<file path="config.mk">
export PLATFORM = sky130hd
export DESIGN_NAME = pipe_skid_stage
export DESIGN_NICKNAME = d
export VERILOG_FILES = /design/src/rtl/pipe_skid_stage.sv
export SDC_FILE = /design/constraint.sdc
export NUM_CORES = 1
export LEC_CHECK = 0
export ABC_AREA = 1
export CORE_ASPECT_RATIO = 0.7
export CORE_UTILIZATION = 40
export CTS_BUF_LIST = sky130_fd_sc_hd__clkbuf_8
export DETAILED_ROUTE_END_ITERATION = 10
export GPL_TIMING_DRIVEN = 0
export HOLD_SLACK_MARGIN = 0.02
export PLACE_DENSITY_LB_ADDON = 0.3
export SLEW_MARGIN = 25
export SYNTH_ARGS = -nofsm -noshare
export SYNTH_HDL_FRONTEND = slang
export SYNTH_SLANG_ARGS = --single-unit
</file>
<file path="constraint.sdc">
create_clock -name CLK -period 2.2 [get_ports CLK]
set_clock_uncertainty 0.2 [all_clocks]
set_input_delay 0.66 -clock CLK [delete_from_list [all_inputs] [get_ports CLK]]
set_output_delay 0.66 -clock CLK [all_outputs]
set_load 0.005 [all_outputs]
</file>
<file path="src/rtl/pipe_skid_stage.sv">
// Pipeline stage boundary register with a 2-entry skid buffer.
// Upstream ready depends only on held state, never on out_ready, so stages can
// be chained without building long ready chains. Also tracks halt entries,
// supports a synchronous flush and counts back-pressure cycles.
module pipe_skid_stage #(
    parameter int unsigned DATA_W          = 64,
    parameter int unsigned CLEAR_ON_BUBBLE = 1,
    parameter int unsigned CNT_W           = 16
) (
    input  logic              CLK,
    input  logic              RST,
    input  logic              flush,
    input  logic              in_valid,
    output logic              in_ready,
    input  logic [DATA_W-1:0] in_data,
    input  logic              in_halt,
    output logic              out_valid,
    input  logic              out_ready,
    output logic [DATA_W-1:0] out_data,
    output logic              out_halt,
    output logic              halt_done,
    output logic [1:0]        occupancy,
    output logic [CNT_W-1:0]  stall_cnt,
    input  logic              stall_clr
);

    localparam logic [CNT_W-1:0] CNT_MAX = '1;
    localparam logic             CLR_BUB = (CLEAR_ON_BUBBLE != 0);

    // Main (head) entry and skid entry
    logic              mv;
    logic [DATA_W-1:0] m_data;
    logic              m_halt;
    logic              sv;
    logic [DATA_W-1:0] s_data;
    logic              s_halt;
    logic              halt_pend;
    logic              halt_done_q;
    logic [CNT_W-1:0]  stall_q;

    logic acc;
    logic deq;

    // Handshake events; in_ready is a pure function of flops
    always_comb begin
        in_ready  = !sv && !halt_pend && !halt_done_q;
        acc       = in_valid && in_ready;
        deq       = mv && out_ready;
        out_valid = mv;
        out_data  = m_data;
        out_halt  = m_halt;
        occupancy = 2'(mv) + 2'(sv);
        halt_done = halt_done_q;
        stall_cnt = stall_q;
    end

    // Entry storage, halt tracking and flush
    always_ff @(posedge CLK) begin
        if (RST) begin
            mv          <= 1'b0;
            sv          <= 1'b0;
            m_data      <= '0;
            m_halt      <= 1'b0;
            s_data      <= '0;
            s_halt      <= 1'b0;
            halt_pend   <= 1'b0;
            halt_done_q <= 1'b0;
        end else if (flush) begin
            // A same-cycle dequeue has still left the stage downstream
            if (deq && m_halt) begin
                halt_done_q <= 1'b1;
            end
            mv        <= 1'b0;
            sv        <= 1'b0;
            halt_pend <= 1'b0;
            if (CLR_BUB) begin
                m_data <= '0;
                m_halt <= 1'b0;
                s_data <= '0;
                s_halt <= 1'b0;
            end
        end else begin
            if (deq && sv) begin
                // Skid entry moves to head; in_ready was low so no accept
                m_data <= s_data;
                m_halt <= s_halt;
                sv     <= 1'b0;
                if (CLR_BUB) begin
                    s_data <= '0;
                    s_halt <= 1'b0;
                end
            end else if (deq && acc) begin
                m_data <= in_data;
                m_halt <= in_halt;
            end else if (deq) begin
                mv <= 1'b0;
                if (CLR_BUB) begin
                    m_data <= '0;
                    m_halt <= 1'b0;
                end
            end else if (acc && !mv) begin
                m_data <= in_data;
                m_halt <= in_halt;
                mv     <= 1'b1;
            end else if (acc) begin
                s_data <= in_data;
                s_halt <= in_halt;
                sv     <= 1'b1;
            end

            if (acc && in_halt) begin
                halt_pend <= 1'b1;
            end
            if (deq && m_halt) begin
                halt_pend   <= 1'b0;
                halt_done_q <= 1'b1;
            end
        end
    end

    // Saturating count of cycles the head entry is held back
    always_ff @(posedge CLK) begin
        if (RST || stall_clr) begin
            stall_q <= '0;
        end else if (mv && !out_ready && (stall_q != CNT_MAX)) begin
            stall_q <= stall_q + CNT_W'(1);
        end
    end

endmodule

</file>
==> results of run 1 <==
## routing by layer
metal	share of wire	GRT usage	routed length, um
met3	0.070	0.0578	1300
met1	0.51	0.338	9490
met4	0.012	0.0550	232
met2	0.41	0.319	7640
met5	0	0	0
## power by group
group / leakage [nW] / internal, mW / switching [mW]
logic: 2.31 / 0.349 / 0.353
registers: 1.24 / 2.78 / 0.0390
clock network: 0.190 / 0.867 / 1.21
total: 3.74 / 4.00 / 1.60
## cell usage after synthesis (3+ instances only)
cell type  number
buf_4           3
buf_2          24
buf_6           7
o21ai_1        66
clkbuf_1       20
nand3_1        20
inv_2           5
nor2_1        143
o21ai_0       107
inv_1          68
dfxtp_1       150
nor3_1          3
xor2_1          4
a21boi_1       10
a21oi_1       106
nand2_1       100
nand4_1         5
## how the worst min path moves through the flow
stage,cells after the start,to
6_report,2,s_data[39]
5_1_grt,2,s_data[48]
4_1_cts,2,s_data[14]
3_5_place_dp,2,s_data[14]
3_3_place_gp,2,s_data[24]
2_1_floorplan,2,s_data[10]
## cell type report
class                      count  share of cell area
buffer                        56              0.0377
clock buffer                  18              0.0281
clock inverter                14              0.0150
inverter                      73              0.0310
multi-input combinational    578               0.309
sequential                   150               0.351
tap                          195              0.0276
timing repair buffer         179               0.201
## timing repair
| action | 4_1_cts | 5_1_grt |
|---|---|---|
| resized for setup | 71 | 71 |
| pin swaps | 0 | 1 |
| setup buffers | 19 | 4 |
| endpoints found under the hold margin | 0 | 0 |
| setup endpoints to repair | 55 | 115 |
## per-stage QoR
| step | cells | utilization | setup WS, ns |
|---|---|---|---|
| floorplan | 858 | - | 0.415 |
| global placement | 1209 | 0.539 | -0.517 |
| detailed placement | 1209 | 0.539 | -0.559 |
| CTS | 1260 | 0.580 | 0.000933 |
| global route | 1263 | 0.589 | -0.00571 |
| finish | 1263 | 0.589 | 0.0329 |
## sequential cells by signal, indices dropped and copies added, names as in the netlist
name       flops
out_halt       1
sv             1
halt_done      1
s_halt         1
halt_pend      1
out_data      64
s_data        64
stall_cnt     16
out_valid      1
## logic make-up (layout without fill, tap and decap cells)
group                      count (synthesis)  in the layout  synth area share
AOI/OAI and AO/OA                        293            293             0.241
buffers and inverters                    130            340            0.0928
DFF                                      150            150             0.478
adders and majority gates                  2              2           0.00398
xor gates and xnor gates                   6              6           0.00836
and+or+nand+nor                          277            277             0.176
## worst min-delay path: cells and delay by family (launching register included)
kind | cells | cell delay (ns)
buf+inv | 1 | 0.06
flops | 1 | 0.31
compound gates | 1 | 0.05
==> impl_metrics.tcl, run 1 <==
set metrics [dict create \
    synth.top_cell.area_share 0.478 \
    cp-start-kind "flip-flop" \
    power.total_mw 5.60 \
    drt_iter0_markers 472 \
    cp_slowest_cell "clkdlybuf4s50_1" \
    clockBufferDepth 2 \
    start_util 0.419 \
    place.port_buffers 156 \
    grt_pass1_wl_um 29100 \
    drt_first_pass_iters 5 \
    tightest_slew_ns 0.552 \
    grt_pass1_vias 5596 \
    drv_slew 0 \
    fmax_mhz 461 \
    num_io_pins 157 \
    maxSlewHeadroom 0.631 \
    htreeDepth 4 \
    die_w_um 152 \
    nFillCells 1398 \
    cp-end-kind "output pin" \
    whs_ns 0.255 \
    final_common_cell "nor2_1" \
    critPathTopFamily "buffers and inverters" \
    synthFlopType "dfxtp_1" \
    cp.buffers_inverters 1 \
    synth-edff-count 0 \
    clock_latency_ns 0.45 \
    synth.distinct_cells 28 \
    syn_area_per_cell_sq_um 7.33 \
    required_ns 1.34 \
    place_area_sq_um 8090 \
    cts_tree "yes" \
    nets 1128 \
    clock_sink_count 150 \
    p_leak_nw 3.74 \
    vias 6442 \
    r2r_end "out_data[5]" \
    syn_nets 931 \
    hpwl_um 13100 \
    totalNegativeSetupSlack_ns 0 \
    r2r_slack_ns 0.15 \
    drv_cap 0 \
    fp.coreArea_sq_um 15000 \
    cellPowerDensity_nw_per_um2 634 \
    layout_common_cells "nor2_1, clkdlybuf4s50_1, o21ai_0" \
    ir_worst_vdd_mv 0.396 \
    antenna_left 0 \
    gp_congestion 0.880 \
    reg2reg_depth 8 \
    synthToLayoutAreaGrowth_pct 40.5 \
    layout-drive-gt1-share 0.159 \
    drc 0 \
    slowest_delay_ns 0.50 \
    cp_cell_sequence "clkdlybuf4s50_1" \
    async_reset_ff_frac 0 \
    setup_viol_count_final 0 \
    min_period_ns 2.17 \
    final_cell_area_sq_um 8830 \
    wl_per_cell_um 14.8 \
    cp.arrival_ns 1.31 \
    multiInputGateArea_sq_um 2730 \
    synth_warnings 0 \
    outcome "finished clean" \
    grt_overflow 0 \
    hp-class "reg2reg" \
    r2r_start "sv" \
    diodes 0 \
    dieArea_sq_um 16200 \
    grt_usage 0.226 \
    die_height_um 107 \
    hold_viol_final 0 \
    syn-cell-area_sq_um 6290 \
    numCtsBuffers 17 \
    syn_inst 858 \
    worstSetupEndpoint "out_data[62]" \
    routed_wl_um 18700 \
    num_rows 37 \
    antenna_found_initial 0 \
    cp_max_fo 2 \
    yosysSeqAreaShare 0.478 \
    grt_max_degree 17 \
    seq_area_sq_um 3100 \
    clkTransAtPathRegs_ns 0.09 \
    crit_type "reg2out" \
    synth-seq-cells 150 \
    fin_crit_sh 0.985 \
    crit_start "out_data[62]" \
    synth_top_cell_by_area "dfxtp_1" \
    crit_cells 1 \
    min-delay-start "s_data[39]" \
    cts-root-buf "clkbuf_8" \
    cts_hold_buffers 0 \
    synth.area.top_cells "dfxtp_1, nor2_1, o21ai_0, a21oi_1, nand2_1" \
    vias_per_cell 5.10 \
]
No activity file was read; power rests on OpenSTA's default activity.
==> run 2, diff against run 1 <==
--- a/config.mk
+++ b/config.mk
@@ -12,7 +12,7 @@
 export DETAILED_ROUTE_END_ITERATION = 10
 export GPL_TIMING_DRIVEN = 0
 export HOLD_SLACK_MARGIN = 0.02
-export PLACE_DENSITY_LB_ADDON = 0.3
+export PLACE_DENSITY_LB_ADDON = 0.12
 export SLEW_MARGIN = 25
 export SYNTH_ARGS = -nofsm -noshare
 export SYNTH_HDL_FRONTEND = slang
==> run 2 against run 1 <==
Effect of this change:
- core utilization down 0.58 points
- critical path depth stayed put
- wire length is 0.71% higher
- die area stayed put
- final area fell by 0.98%
- hold slack worse by 0.0011 ns
- non-clock buffer count decreased by 7
- combinational power is essentially flat
- via count down 3.0%
- register-to-register slack better by 0.05 ns
- highest routed layer unchanged
==> impl_metrics.tcl, run 2 (synthesized netlist as in run 1, its figures left out) <==
set metrics [dict create \
    outcome "finished clean" \
    numCtsBuffers 17 \
    place.port_buffers 156 \
    clkTransAtPathRegs_ns 0.08 \
    ir_worst_vdd_mv 0.331 \
    hold_viol_final 0 \
    crit_start "out_data[40]" \
    multiInputGateArea_sq_um 2710 \
    min_to "s_data[34]" \
    setup_viol_count_final 0 \
    p_leak_nw 3.54 \
    pwr-share-comb 0.122 \
    dieArea_sq_um 16200 \
    required_ns 1.34 \
    drt_first_pass_iters 5 \
    power.total_mw 5.72 \
    cts_tree "yes" \
    grt_overflow 0 \
    fp.coreArea_sq_um 15000 \
    p_sw_frac 0.264 \
    finish.utilization 0.583 \
    htreeDepth 4 \
    p_sw_mw 1.51 \
    nFillCells 1436 \
    r2r_end "stall_cnt[4]" \
    num_io_pins 157 \
    intPower_mw 4.21 \
    place_area_sq_um 8090 \
    critPathTopFamily "buffers and inverters" \
    clockBufferDepth 2 \
    diodes 0 \
    cp_max_fo 2 \
    cp-end-kind "output pin" \
    antenna_found_initial 0 \
    seq_power_share 0.493 \
    cp.buffers_inverters 1 \
    reg2reg_depth 10 \
    start_util 0.419 \
    synthToLayoutAreaGrowth_pct 39.1 \
    clock_latency_ns 0.44 \
    final_cell_area_sq_um 8740 \
    vias 6248 \
    drv_slew 0 \
    dp.cells 1209 \
    final_common_cell "nor2_1" \
    fmax_mhz 461 \
    die_w_um 152 \
    cellPowerDensity_nw_per_um2 654 \
    whs_path_depth 2 \
    gp_congestion 0.825 \
    vias_per_cell 4.97 \
    maxSlewHeadroom 0.639 \
    r2r_slack_ns 0.20 \
    layout-drive-gt1-share 0.134 \
    routed_wl_um 18800 \
    clock_sink_count 150 \
    drc 0 \
    hpwl_um 13300 \
    crit_type "reg2out" \
    seq_area_sq_um 3070 \
    grt_pass1_wl_um 30000 \
    tightest_slew_ns 0.541 \
    cp_slowest_cell "clkdlybuf4s50_1" \
    antenna_left 0 \
    nets 1121 \
    cp_cell_sequence "clkdlybuf4s50_1" \
    cts-root-buf "clkbuf_8" \
    die_height_um 107 \
    drv_cap 0 \
    wl_per_cell_um 15.0 \
    layout_common_cells "nor2_1, clkdlybuf4s50_1, dfxtp_1" \
    slowest_delay_ns 0.53 \
    stdcell_count 1256 \
    clkPwrFrac 0.385 \
    num_rows 37 \
    r2r_start "stall_cnt[1]" \
    grt_usage 0.233 \
    cp.arrival_ns 1.31 \
    drt_iter0_markers 419 \
    fin_crit_sh 0.987 \
    cp-start-kind "flip-flop" \
    min-delay-start "s_data[34]" \
    min_period_ns 2.17 \
    grt_pass1_vias 5639 \
    grt_max_degree 17 \
    hp-class "reg2reg" \
]
## run 2: cell count changes in the layout (fill, tap and decap cells not counted), sizes merged
cell           delta
buf               -8
bufinv            +2
clkdlybuf4s15     +1
clkdlybuf4s50    +12
clkinv            +1
dlygate4sd2       -3
dlymetal6s2s      -8
inv               -4
## run 2: how the worst max path moves through the flow
stage / endpoint / slack, ns / depth (start not counted)
6_report: out_data[40] / 0.03 / 1
5_1_grt: out_data[0] / -0.01 / 7
4_1_cts: out_data[56] / 0.00006 / 1
3_5_place_dp: out_data[23] / -0.60 / 6
3_3_place_gp: out_data[12] / -0.58 / 6
2_1_floorplan: out_data[12] / 0.42 / 5
## run 2: what timing repair did
action | CTS | global route
pin swaps | 1 | 0
gates resized for setup | 52 | 48
setup buffers | 15 | 1
hold buffers | 0 | 0
endpoints found under the setup margin | 71 | 89
## run 2: layout make-up
cell class / count / share of cell area
flip-flops and latches: 150 / 0.351
plain buffers: 56 / 0.0375
clock inverters: 13 / 0.0166
repair buffers: 172 / 0.195
multi-input cells: 578 / 0.310
clock buffers: 19 / 0.0299
inverters: 73 / 0.0313
well taps: 195 / 0.0279
## run 2: power by group through the flow
stage	logic, mW	registers, mW	clock network (mW)
after global placement	0.686	2.89	0
after global routing	0.768	2.83	2.35
after floorplan	0.293	2.89	0
after detailed placement	0.688	2.89	0
final	0.699	2.82	2.20
after CTS	0.700	2.82	2.24
## run 2: per-stage QoR
stage | hold WS (ns) | worst slack, ns | setup TNS (ns)
4_1_cts | 0.255 | 0.0000554 | 0
3_3_place_gp | 0.239 | -0.578 | -55.68
5_1_grt | 0.271 | -0.0117 | -0.0117
6_report | 0.254 | 0.0296 | 0
3_5_place_dp | 0.241 | -0.600 | -57.95
2_1_floorplan | 0.229 | 0.415 | 0
## run 2: metal layers
metal / global-route usage / routed length [um] / part of all wire
met5: 0 / 0 / 0
met4: 0.0557 / 109 / 0.0058
met3: 0.0457 / 1300 / 0.069
met2: 0.319 / 7560 / 0.40
met1: 0.364 / 9830 / 0.52
==> run 3, diff against run 2 <==
--- a/config.mk
+++ b/config.mk
@@ -13,7 +13,8 @@
 export GPL_TIMING_DRIVEN = 0
 export HOLD_SLACK_MARGIN = 0.02
 export PLACE_DENSITY_LB_ADDON = 0.12
-export SLEW_MARGIN = 25
+export SLEW_MARGIN = 20
 export SYNTH_ARGS = -nofsm -noshare
 export SYNTH_HDL_FRONTEND = slang
 export SYNTH_SLANG_ARGS = --single-unit
+export TNS_END_PERCENT = 10
==> run 3 against run 2 <==
Effect of this change:
- die area unchanged
- register-to-register slack about the same
- final cell count down 0.80%
- core utilization down 0.58 points
- maximum frequency up 0.35%
- global-route usage down 0.23 points
- via count down 0.51%
- first-iteration DRC count down 2.1%
- wire length down 1.1%
- clock power about the same
- critical path type unchanged
- largest power group unchanged
- highest routed layer unchanged
==> impl_metrics.tcl, run 3 (synthesized netlist as in run 1, its figures left out) <==
set metrics [dict create \
    outcome "finished clean" \
    place.port_buffers 156 \
    cts_hold_buffers 0 \
    drc 0 \
    nets 1111 \
    clkTransAtPathRegs_ns 0.08 \
    critPathTopFamily "buffers and inverters" \
    ir_worst_vdd_mv 0.333 \
    final_common_cell "nor2_1" \
    dieArea_sq_um 16200 \
    clock_sink_count 150 \
    crit_type "reg2out" \
    setup_viol_count_final 0 \
    diodes 0 \
    hold_viol_final 0 \
    grt_pass1_vias 5588 \
    die_w_um 152 \
    gp_congestion 0.825 \
    vias_per_cell 4.99 \
    num_rows 37 \
    r2r_slack_ns 0.21 \
    whs_ns 0.254 \
    clockBufferDepth 2 \
    power.total_mw 5.72 \
    tightest_slew_ns 0.519 \
    min_period_ns 2.16 \
    fin_crit_sh 0.983 \
    antenna_left 0 \
    drv_cap 0 \
    nFillCells 1450 \
    grt_max_degree 17 \
    fp.coreArea_sq_um 15000 \
    start_util 0.419 \
    antenna_found_initial 0 \
    vias 6216 \
    cp_max_fo 2 \
    htreeDepth 4 \
    slowest_delay_ns 0.51 \
    wl_per_cell_um 14.9 \
    cp_slowest_cell "clkdlybuf4s50_1" \
    totalNegativeSetupSlack_ns 0 \
    required_ns 1.34 \
    place_area_sq_um 8090 \
    num_io_pins 157 \
    grt_usage 0.230 \
    cp-end-kind "output pin" \
    synthToLayoutAreaGrowth_pct 37.7 \
    layout-drive-gt1-share 0.127 \
    drt_iter0_markers 410 \
    drv_slew 0 \
    grt_overflow 0 \
    cts-root-buf "clkbuf_8" \
    fmax_mhz 462 \
    hpwl_um 13300 \
    hp-class "reg2reg" \
    cp.buffers_inverters 1 \
    drt_first_pass_iters 5 \
    grt_pass1_wl_um 29700 \
    numCtsBuffers 17 \
    cts_tree "yes" \
    clock_latency_ns 0.44 \
    layout_common_cells "nor2_1, clkdlybuf4s50_1, dfxtp_1" \
    die_height_um 107 \
    final_cell_area_sq_um 8660 \
    cellPowerDensity_nw_per_um2 661 \
    cp-start-kind "flip-flop" \
    cp.arrival_ns 1.30 \
    cp_cell_sequence "clkdlybuf4s50_1" \
    maxSlewHeadroom 0.654 \
    routed_wl_um 18600 \
    p_leak_nw 3.54 \
]
==> run 3: what timing repair did <==
| item | 4_1_cts | 5_1_grt |
|---|---|---|
| resized for setup | 67 | 42 |
| endpoints found under the setup margin | 71 | 92 |
| buffers inserted | 3 | 3 |
| pin swaps | 0 | 1 |
==> run 3: area by class of cell <==
type | instances | area (sq um) | share of cell area
well taps | 195 | 244 | 0.0282
multi-input cells | 578 | 2710 | 0.313
plain buffers | 56 | 330 | 0.0382
clock buffers | 19 | 262 | 0.0302
inverters | 73 | 274 | 0.0316
clock inverters | 13 | 145 | 0.0168
flip-flops and latches | 150 | 3070 | 0.355
repair buffers | 162 | 1620 | 0.187
==> run 3: routing by layer <==
| layer | track usage | part of all wire | routed length, um | vias up |
|---|---|---|---|---|
| met5 | 0 | 0 | 0 | - |
| met4 | 0.0557 | 0.0068 | 126 | 0 |
| met3 | 0.0457 | 0.067 | 1240 | 13 |
| met2 | 0.313 | 0.40 | 7350 | 210 |
| met1 | 0.362 | 0.53 | 9870 | 2818 |
| li1 | - | - | - | 3175 |
==> run 3: report_power, final <==
part | total [mW] | switching, mW | internal (mW)
clock network | 2.20 | 1.12 | 1.08
registers | 2.82 | 0.0375 | 2.78
logic | 0.703 | 0.354 | 0.348
==> run 3: stage by stage <==
stage,instances,util,worst slack [ns]
2_1_floorplan,858,-,0.415
3_3_place_gp,1209,0.539,-0.578
3_5_place_dp,1209,0.539,-0.600
4_1_cts,1244,0.571,0.0000554
5_1_grt,1246,0.577,-0.0197
6_report,1246,0.577,0.0371
==> run 3: worst paths after layout <==
| kind | from | to | cells after the start |
|---|---|---|---|
| worst min register to register | s_data[34] | s_data[34] | 2 |
| worst max register to register | stall_cnt[1] | stall_cnt[9] | 9 |
| worst min-delay path | s_data[34] | s_data[34] | 2 |
| worst max-delay path | out_data[5] | out_data[5] | 1 |
